File: src/rtl/tone_sequencer_pkg.sv
// Shared types and defaults for the tone sequencer.
// Contents: sequencer state enum, table entry struct, default prescale/gap.
// The entry struct fields are sized by ENTRY_FREQ_W / ENTRY_DUR_W; the top's
// freq_width / dur_width parameters must not exceed these.
package tone_sequencer_pkg;

  localparam int unsigned ENTRY_FREQ_W       = 16;
  localparam int unsigned ENTRY_DUR_W        = 16;
  localparam int unsigned TICK_DIV_DEFAULT   = 50000;
  localparam int unsigned GAP_CYCLES_DEFAULT = 1000;

  typedef enum logic [2:0] {
    ST_IDLE,
    ST_LOAD,
    ST_PLAY,
    ST_GAP,
    ST_DONE
  } seq_state_t;

  // One playback table entry; dur = 0 marks end of sequence.
  typedef struct packed {
    logic [ENTRY_FREQ_W-1:0] freq;
    logic                    wave;
    logic [ENTRY_DUR_W-1:0]  dur;
  } tone_entry_t;

endpackage

File: src/rtl/tone_sequencer_tick_prescaler.sv
// tick_prescaler: free-running counter modulo TICK_DIV.
// Ports: clock, reset (async, active-high), clear (sync, restarts the count),
//        tick (registered, high for the one cycle in which the count is TICK_DIV-1).
// After clear, the first tick arrives exactly TICK_DIV cycles later.
module tick_prescaler #(
  parameter int unsigned TICK_DIV = 4
) (
  input  logic clock,
  input  logic reset,
  input  logic clear,
  output logic tick
);

  localparam int unsigned CNT_W = (TICK_DIV > 2) ? $clog2(TICK_DIV) : 1;
  localparam logic [CNT_W-1:0] CNT_LAST = CNT_W'(TICK_DIV - 1);

  logic [CNT_W-1:0] cnt;
  logic [CNT_W-1:0] cnt_next;

  // Next count value, wrapping at TICK_DIV-1.
  always_comb begin
    cnt_next = cnt + CNT_W'(1);
    if (cnt == CNT_LAST) begin
      cnt_next = '0;
    end
  end

  // Tick is registered from the next count so it aligns with count == TICK_DIV-1.
  always_ff @(posedge clock or posedge reset) begin
    if (reset) begin
      cnt  <= '0;
      tick <= 1'b0;
    end else if (clear) begin
      cnt  <= '0;
      tick <= 1'b0;
    end else begin
      cnt  <= cnt_next;
      tick <= (cnt_next == CNT_LAST);
    end
  end

endmodule

File: src/rtl/tone_sequencer.sv
// tone_sequencer: timed playback of a small (freq, waveform, duration) table
// into the CORDIC generator's freq / waveform_sel inputs, with a silent gap
// between tones.
// Ports: clock, reset (async, active-high); table write port wr_en/wr_addr/
//        wr_freq/wr_wave/wr_dur; controls start/stop/loop; registered outputs
//        freq, waveform_sel, tone_active, busy, done, cur_idx.
// Build option: define TONE_SEQ_LOOP_EN to honour the loop input; otherwise
//               loop is ignored and every sequence ends in DONE.
module tone_sequencer
  import tone_sequencer_pkg::*;
#(
  parameter int unsigned freq_width = ENTRY_FREQ_W,
  parameter int unsigned DEPTH      = 8,
  parameter int unsigned dur_width  = ENTRY_DUR_W,
  parameter int unsigned TICK_DIV   = TICK_DIV_DEFAULT,
  parameter int unsigned GAP_CYCLES = GAP_CYCLES_DEFAULT
) (
  input  logic                     clock,
  input  logic                     reset,
  input  logic                     wr_en,
  input  logic [$clog2(DEPTH)-1:0] wr_addr,
  input  logic [freq_width-1:0]    wr_freq,
  input  logic                     wr_wave,
  input  logic [dur_width-1:0]     wr_dur,
  input  logic                     start,
  input  logic                     stop,
  input  logic                     loop,
  output logic [freq_width-1:0]    freq,
  output logic                     waveform_sel,
  output logic                     tone_active,
  output logic                     busy,
  output logic                     done,
  output logic [$clog2(DEPTH)-1:0] cur_idx
);

  localparam int unsigned IDX_W = $clog2(DEPTH);
  localparam int unsigned GAP_W = (GAP_CYCLES > 2) ? $clog2(GAP_CYCLES) : 1;
  localparam logic [IDX_W-1:0] LAST_IDX = IDX_W'(DEPTH - 1);

  seq_state_t       state;
  tone_entry_t      table_q [DEPTH];
  tone_entry_t      rd_entry;
  logic [dur_width-1:0] dur_cnt;
  logic [GAP_W-1:0] gap_cnt;
  logic             tick;
  logic             loop_en;

  // Advance-step decision shared by the PLAY (no gap) and GAP exits.
  seq_state_t       adv_state;
  logic [IDX_W-1:0] adv_idx;
  logic             adv_done;

`ifdef TONE_SEQ_LOOP_EN
  assign loop_en = loop;
`else
  logic unused_loop;
  assign unused_loop = loop;
  assign loop_en     = 1'b0;
`endif

  // Table write port; contents deliberately not reset.
  always_ff @(posedge clock) begin
    if (wr_en) begin
      table_q[wr_addr] <= '{freq: ENTRY_FREQ_W'(wr_freq),
                            wave: wr_wave,
                            dur:  ENTRY_DUR_W'(wr_dur)};
    end
  end

  assign rd_entry = table_q[cur_idx];

  // Prescaler restarts during LOAD so PLAY starts on a clean tick boundary.
  tick_prescaler #(
    .TICK_DIV (TICK_DIV)
  ) u_tick_prescaler (
    .clock (clock),
    .reset (reset),
    .clear (state == ST_LOAD),
    .tick  (tick)
  );

  // Next entry after a tone finishes: increment, wrap on loop, or finish.
  always_comb begin
    adv_state = ST_LOAD;
    adv_idx   = cur_idx + IDX_W'(1);
    adv_done  = 1'b0;
    if (cur_idx == LAST_IDX) begin
      adv_idx = '0;
      if (!loop_en) begin
        adv_state = ST_DONE;
        adv_idx   = cur_idx;
        adv_done  = 1'b1;
      end
    end
  end

  // Sequencer FSM with registered outputs; stop overrides everything.
  always_ff @(posedge clock or posedge reset) begin
    if (reset) begin
      state        <= ST_IDLE;
      cur_idx      <= '0;
      freq         <= '0;
      waveform_sel <= 1'b1;
      tone_active  <= 1'b0;
      busy         <= 1'b0;
      done         <= 1'b0;
      dur_cnt      <= '0;
      gap_cnt      <= '0;
    end else if (stop && (state != ST_IDLE)) begin
      state       <= ST_IDLE;
      freq        <= '0;
      tone_active <= 1'b0;
      busy        <= 1'b0;
      done        <= 1'b0;
    end else begin
      case (state)
        ST_IDLE: begin
          if (start) begin
            state   <= ST_LOAD;
            cur_idx <= '0;
            busy    <= 1'b1;
          end
        end

        ST_LOAD: begin
          if (rd_entry.dur != '0) begin
            state        <= ST_PLAY;
            freq         <= freq_width'(rd_entry.freq);
            waveform_sel <= rd_entry.wave;
            tone_active  <= 1'b1;
            dur_cnt      <= dur_width'(rd_entry.dur);
          end else if (loop_en && (cur_idx != '0)) begin
            cur_idx <= '0;
          end else begin
            state <= ST_DONE;
            done  <= 1'b1;
          end
        end

        ST_PLAY: begin
          if (tick) begin
            if (dur_cnt == dur_width'(1)) begin
              freq        <= '0;
              tone_active <= 1'b0;
              if (GAP_CYCLES != 0) begin
                state   <= ST_GAP;
                gap_cnt <= GAP_W'(GAP_CYCLES - 1);
              end else begin
                state   <= adv_state;
                cur_idx <= adv_idx;
                done    <= adv_done;
              end
            end else begin
              dur_cnt <= dur_cnt - dur_width'(1);
            end
          end
        end

        ST_GAP: begin
          if (gap_cnt == '0) begin
            state   <= adv_state;
            cur_idx <= adv_idx;
            done    <= adv_done;
          end else begin
            gap_cnt <= gap_cnt - GAP_W'(1);
          end
        end

        ST_DONE: begin
          state <= ST_IDLE;
          done  <= 1'b0;
          busy  <= 1'b0;
        end

        default: begin
          state <= ST_IDLE;
          busy  <= 1'b0;
        end
      endcase
    end
  end

endmodule

File: config.mk
export PLATFORM = sky130hd
export DESIGN_NAME = tone_sequencer
export DESIGN_NICKNAME = d
export VERILOG_FILES = /design/src/rtl/tone_sequencer_pkg.sv /design/src/rtl/tone_sequencer_tick_prescaler.sv /design/src/rtl/tone_sequencer.sv
export SDC_FILE = /design/constraint.sdc
export NUM_CORES = 1
export LEC_CHECK = 0
export ABC_AREA = 1
export CAP_MARGIN = 30
export CORE_MARGIN = 4
export CORE_UTILIZATION = 36
export DETAILED_ROUTE_END_ITERATION = 7
export PLACE_DENSITY = 0.61
export REMOVE_ABC_BUFFERS = 1
export SYNTH_ARGS = -nofsm -noshare
export SYNTH_HDL_FRONTEND = slang
export SYNTH_SLANG_ARGS = --single-unit
File: constraint.sdc
create_clock -name clock -period 3.25 [get_ports clock]
set_input_delay 0.8125 -clock clock [delete_from_list [all_inputs] [get_ports clock]]
set_output_delay 0.8125 -clock clock [all_outputs]
set_load 0.05 [all_outputs]
==> results of run 1 <==
-- synth_stat cells, drive strengths merged --
cell type,instances
nand2,422
edfxtp,264
inv,151
nor2,113
nand3,105
a21oi,76
dfrtp,68
o21ai,47
buf,41
a221oi,32
nand4,30
clkbuf,27
or2,18
xor2,11
nor3,9
ha,7
nor4,4
o31ai,3
a31oi,2
o21bai,2
xnor2,2
a21boi,1
a21o,1
and2,1
and3,1
and3b,1
clkinv,1
dfstp,1
nand3b,1
o211ai,1
o221ai,1
o22ai,1
-- path summary, 6_finish.rpt --
path                       slack (ps)  depth (start not counted)                    start                       to
max in group asynchronous        2190                          3                    reset               cur_idx[0]
setup reg to reg                  450                         14               cur_idx[0]                 freq[13]
min in group asynchronous         690                          3                    reset                  freq[5]
setup / recovery                  210                          2               cur_idx[0]               cur_idx[0]
hold / removal                    490                          1  u_tick_prescaler.cnt[0]  u_tick_prescaler.cnt[0]
hold reg to reg                   490                          1  u_tick_prescaler.cnt[0]  u_tick_prescaler.cnt[0]
-- cells by family after synthesis --
group,synth area share
AND/OR/NAND/NOR,0.204
AO/OA/AOI/OAI,0.0664
adder cells (fa/ha/maj),0.00591
buffers and inverters,0.0640
XOR/XNOR,0.00769
flip-flops,0.652
-- registers in the layout, indices dropped and copies added, names as in the netlist --
signal	cells
tone_active	1
u_tick_prescaler.tick	1
table_q	264
done	1
state	3
cur_idx	3
u_tick_prescaler.cnt	16
dur_cnt	16
freq	16
busy	1
gap_cnt	10
waveform_sel	1
-- layout make-up --
cell class | count | area, sq um
Timing Repair Buffer | 91 | 1000
Clock inverter | 17 | 148
Sequential cell | 333 | 9660
Multi-Input combinational cell | 892 | 4270
Inverter | 152 | 573
Fill cell | 3841 | 23400
Clock buffer | 48 | 988
Tap cell | 532 | 666
-- critical path, stage by stage (launching register included) --
cell             delay (ps)
dfrtp_4                 610
buf_4                   270
clkdlybuf4s50_1         830
-- power groups by stage --
stage | clock (mW) | combinational [mW] | sequential [mW]
floorplan | 0 | 2.12 | 5.92
global placement | 0 | 3.85 | 5.43
detailed placement | 0 | 3.91 | 5.44
CTS | 4.01 | 3.92 | 5.36
global route | 4.22 | 4.38 | 5.41
finish | 3.92 | 3.88 | 5.36
-- stage by stage --
| stage | hold WS [ps] | std cells |
|---|---|---|
| final | 490 | 2065 |
| after global routing | 516 | 2065 |
| after CTS | 492 | 2065 |
| after detailed placement | 483 | 2000 |
| after global placement | 476 | 2000 |
| after floorplan | 454 | 1377 |
-- layer usage --
metal | part of all wire | vias up
li1 | - | 5003
met1 | 0.46 | 4829
met2 | 0.47 | 237
met3 | 0.056 | 44
met4 | 0.016 | 2
met5 | 0.00039 | -
==> impl_metrics.csv, run 1 <==
group,metric,value,unit
run_status,status,"finished, final reports clean",
floorplanning,die_area,44400,sq um
cells_and_area,layout-drive-gt1-share,0.0809,
floorplanning,rows,74,
sta,rsz0062_at_grt,"false",
cts,cts_made_buffers,37,
floorplanning,io_pins,65,
cts,cts_root_buf,"clkbuf_16",
cells_and_area,stdcell_area,17300,sq um
place,gp_congestion,0.861,
route,drc,0,
power_and_ir_drop,finalPower,13.2,mW
power_and_ir_drop,powerDensity,761,nW/um^2
cells_and_area,layout_common_cells,"nand2_1 (419), edfxtp_1 (264), inv_1 (148)",
grt,antenna_found_initial,1,
power_and_ir_drop,p_sw_frac,0.346,
sta,fin_crit,3040,ps
place,placed_area,16200,sq um
floorplanning,core_area,40700,sq um
cts,clockBufferDepth,3,
grt,busiest_layer,"met2",
cells_and_area,final_core_util,0.425,
synth,ys_seq_area_frac,0.652,
synth,yosysTopAreaCell,"edfxtp_1",
cts,path_clk_slew,60,ps
power_and_ir_drop,p_seq_frac,0.407,
synth,yosysWarnings,0,
sta,skew,29.0,ps
route,drtAntennaViolNets,0,
critical_path,crit_fanout,23,
critical_path,path_class,"reg2out",
grt,use_met2,0.243,
sta,drv_slew,0,
route,vias,10100,
route,vias_per_cell,4.90,
critical_path,critical_path.startpoint_type,"flop",
grt,grt_pass1_wl,53.7,mm
cells_and_area,fin_nets,1556,
critical_path,crit_path_end_kind,"primary output",
power_and_ir_drop,p_int,8.61,mW
synth,syn_area_per_cell,10.2,sq um
critical_path,required,2440,ps
route,drt_iter0_drc,662,
sta,maxSlewHeadroom,0.492,
synth,ys_ff_latch,333,
cts,clock_sinks,333,
route,firstDrtPassIters,5,
cts,postCtsHoldBufs,0,
sta,hold_violations,0,
power_and_ir_drop,combPwrFrac,0.295,
grt,gr-total-overflow,0,
grt,use_met1,0.213,
sta,worst_slack,206,ps
place,dpl.hpwl,18.9,mm
route,post_drt_wl_per_cell,16.1,microns
power_and_ir_drop,irDropWorstVdd,0.000397,V
cts,post_cts_resize_count,0,
place,portBuffers,63,
grt,globalRouteTotalUtil,0.150,
synth,synth_cells,1445,
cts,cts_tree,"built",
run,maxCapViolCount,0,
sta,tightest_slew,763,ps
sta,setup_viol,0,
floorplanning,die_h,211,microns
grt,grt_max_degree,71,
power_and_ir_drop,power.leakage,7.06,nW
synth,synth_cell_types,44,
grt,grt_pass1_vias,9867,
cells_and_area,area_growth,16.8,%
floorplanning,die_w,211,microns
synth,synthTopCellsByArea,"edfxtp_1 (54%), dfrtp_1 (11%), nand2_1 (11%)",
sta,fmax,329,MHz
power_and_ir_drop,p_switching,4.55,mW
grt,met3_usage,0.0273,
sta,fin_tns_setup,0,ps
place,place_ws,435,ps
cts,clk_latency,520,ps
power_and_ir_drop,pwr-share-clk,0.298,
synth,yosysTopAreaCellShare,0.535,
cells_and_area,final_common_cell,"nand2_1",
critical_path,arrival,2230,ps
route,wirelength,33.3,mm
hold_path,hp-class,"reg2reg",
cts,htreeDepth,2,
cells_and_area,antennaDiodeCount,0,
floorplanning,initial_core_util,0.364,
cts,cts_setup_buffers,0,
sta,finalCritPeriodShare,0.937,
synth,syn_area,14800,sq um
Note: power is estimated with default switching activity, not from simulation.
==> run 2, diff against run 1 <==
Settings changed: ABC_CLOCK_PERIOD_IN_PS set to 3250.
==> results of run 2 <==
No change in the layout: final DEF, timing and power equal those of run 1.
==> run 3, diff against run 2 <==
Settings changed: RECOVER_POWER set to 50, SKIP_CTS_REPAIR_TIMING set to 1.
==> impl_metrics.csv, run 3 (synthesis results as in run 1) <==
group,metric,value,unit
run_status,status,"finished with violations",
run_status,violations,"max-capacitance violations, max-slew violations",
sta,rsz0062_at_grt,"false",
sta,fin_crit,3050,ps
place,portBuffers,63,
critical_path,crit_fanout,23,
critical_path,crit_path_end_kind,"primary output",
grt,grt_pass1_vias,9867,
grt,antenna_found_initial,3,
power_and_ir_drop,powerDensity,761,nW/um^2
cells_and_area,fillers,3846,
grt,busiest_layer,"met2",
grt,grt_pass1_wl,53.7,mm
place,gp_congestion,0.861,
place,placed_area,16200,sq um
cts,cts_tree,"built",
floorplanning,io_pins,65,
floorplanning,core_area,40700,sq um
cells_and_area,stdcell_area,17300,sq um
route,post_drt_wl_per_cell,16.1,microns
cells_and_area,largest_reg_flops,264,
grt,use_met1,0.213,
cells_and_area,regArea,9660,sq um
sta,fmax,328,MHz
sta,skew,29.5,ps
cts,path_clk_slew,60,ps
floorplanning,die_w,211,microns
critical_path,arrival,2240,ps
cells_and_area,layout-drive-gt1-share,0.0796,
route,drt_iter0_drc,630,
critical_path,required,2440,ps
critical_path,critical_path.startpoint_type,"flop",
cells_and_area,area_growth,16.7,%
route,vias,10100,
sta,setup_viol,0,
run,maxCapViolCount,2,
grt,gr-total-overflow,0,
cts,cts_made_buffers,37,
sta,drv_slew,100,
grt,grt_max_degree,71,
hold_path,hp-class,"reg2reg",
critical_path,path_class,"reg2out",
grt,use_met2,0.243,
sta,tightest_slew,1850,ps
place,dpl.hpwl,18.9,mm
grt,met3_usage,0.0273,
power_and_ir_drop,power.leakage,7.06,nW
floorplanning,rows,74,
cells_and_area,largest-register,"table_q",
route,drc,0,
cts,clk_latency,520,ps
cells_and_area,multi_input_area,4270,sq um
place,dp_cells,2000,
power_and_ir_drop,irDropWorstVdd,0.000397,V
route,firstDrtPassIters,5,
floorplanning,die_area,44400,sq um
cells_and_area,fin_nets,1556,
cts,clockBufferDepth,3,
cts,cts_root_buf,"clkbuf_16",
cells_and_area,finalNonFillerCells,2066,
route,wirelength,33.4,mm
cells_and_area,final_common_cell,"nand2_1",
cts,htreeDepth,2,
sta,maxSlewHeadroom,-0.235,
sta,finalCritPeriodShare,0.939,
route,drtAntennaViolNets,0,
route,vias_per_cell,4.91,
floorplanning,initial_core_util,0.364,
cells_and_area,layout_common_cells,"nand2_1 (419), edfxtp_1 (264), inv_1 (148)",
grt,globalRouteTotalUtil,0.150,
floorplanning,die_h,211,microns
cts,clock_sinks,333,
sta,hold_violations,0,
power_and_ir_drop,finalPower,13.2,mW
## run 3: final timing paths
kind | start | endpoint | slack [ps] | depth (start not counted)
worst max-delay path | cur_idx[0] | cur_idx[0] | 200 | 2
worst min-delay path | u_tick_prescaler.cnt[0] | u_tick_prescaler.cnt[0] | 490 | 1
worst max register to register | state[2] | done | 430 | 8
worst min register to register | u_tick_prescaler.cnt[0] | u_tick_prescaler.cnt[0] | 490 | 1
max in group asynchronous | reset | cur_idx[0] | 640 | 3
min in group asynchronous | reset | freq[5] | 1240 | 3
## run 3: worst max-delay path, cell delays in order (launching register included)
cell and delay (ps):
dfrtp_4 610, buf_4 270, clkdlybuf4s50_1 830
## run 3: layer usage
| layer | up-vias | wire (microns) | part of all wire |
|---|---|---|---|
| li1 | 5004 | - | - |
| met1 | 4844 | 15300 | 0.46 |
| met2 | 240 | 15700 | 0.47 |
| met3 | 48 | 1780 | 0.053 |
| met4 | 6 | 545 | 0.016 |
| met5 | - | 34 | 0.0010 |
## run 3: report_power, final
group	total [mW]	internal (mW)	leakage [nW]	switching [mW]
Combinational	3.87	1.26	3.23	2.62
Sequential	5.36	5.03	3.28	0.333
Clock	3.92	2.31	0.551	1.61
## run 3: cell type report
cell class	count	share of cell area
antenna	1	0.000145
clock inverter	17	0.00854
sequential	333	0.559
inverter	152	0.0331
timing repair buffer	91	0.0568
clock buffer	48	0.0572
tap	532	0.0385
multi-input combinational	892	0.247
## run 3: stage by stage
stage / TNS [ps] / worst slack [ps] / utilization / hold slack, ps
3_5_place_dp: 0 / 435 / 0.397 / 483
2_1_floorplan: -76950 / -2060 / - / 454
4_1_cts: 0 / 170 / 0.425 / 492
5_1_grt: 0 / 124 / 0.424 / 516
6_report: 0 / 200 / 0.424 / 490
3_3_place_gp: 0 / 440 / 0.397 / 476
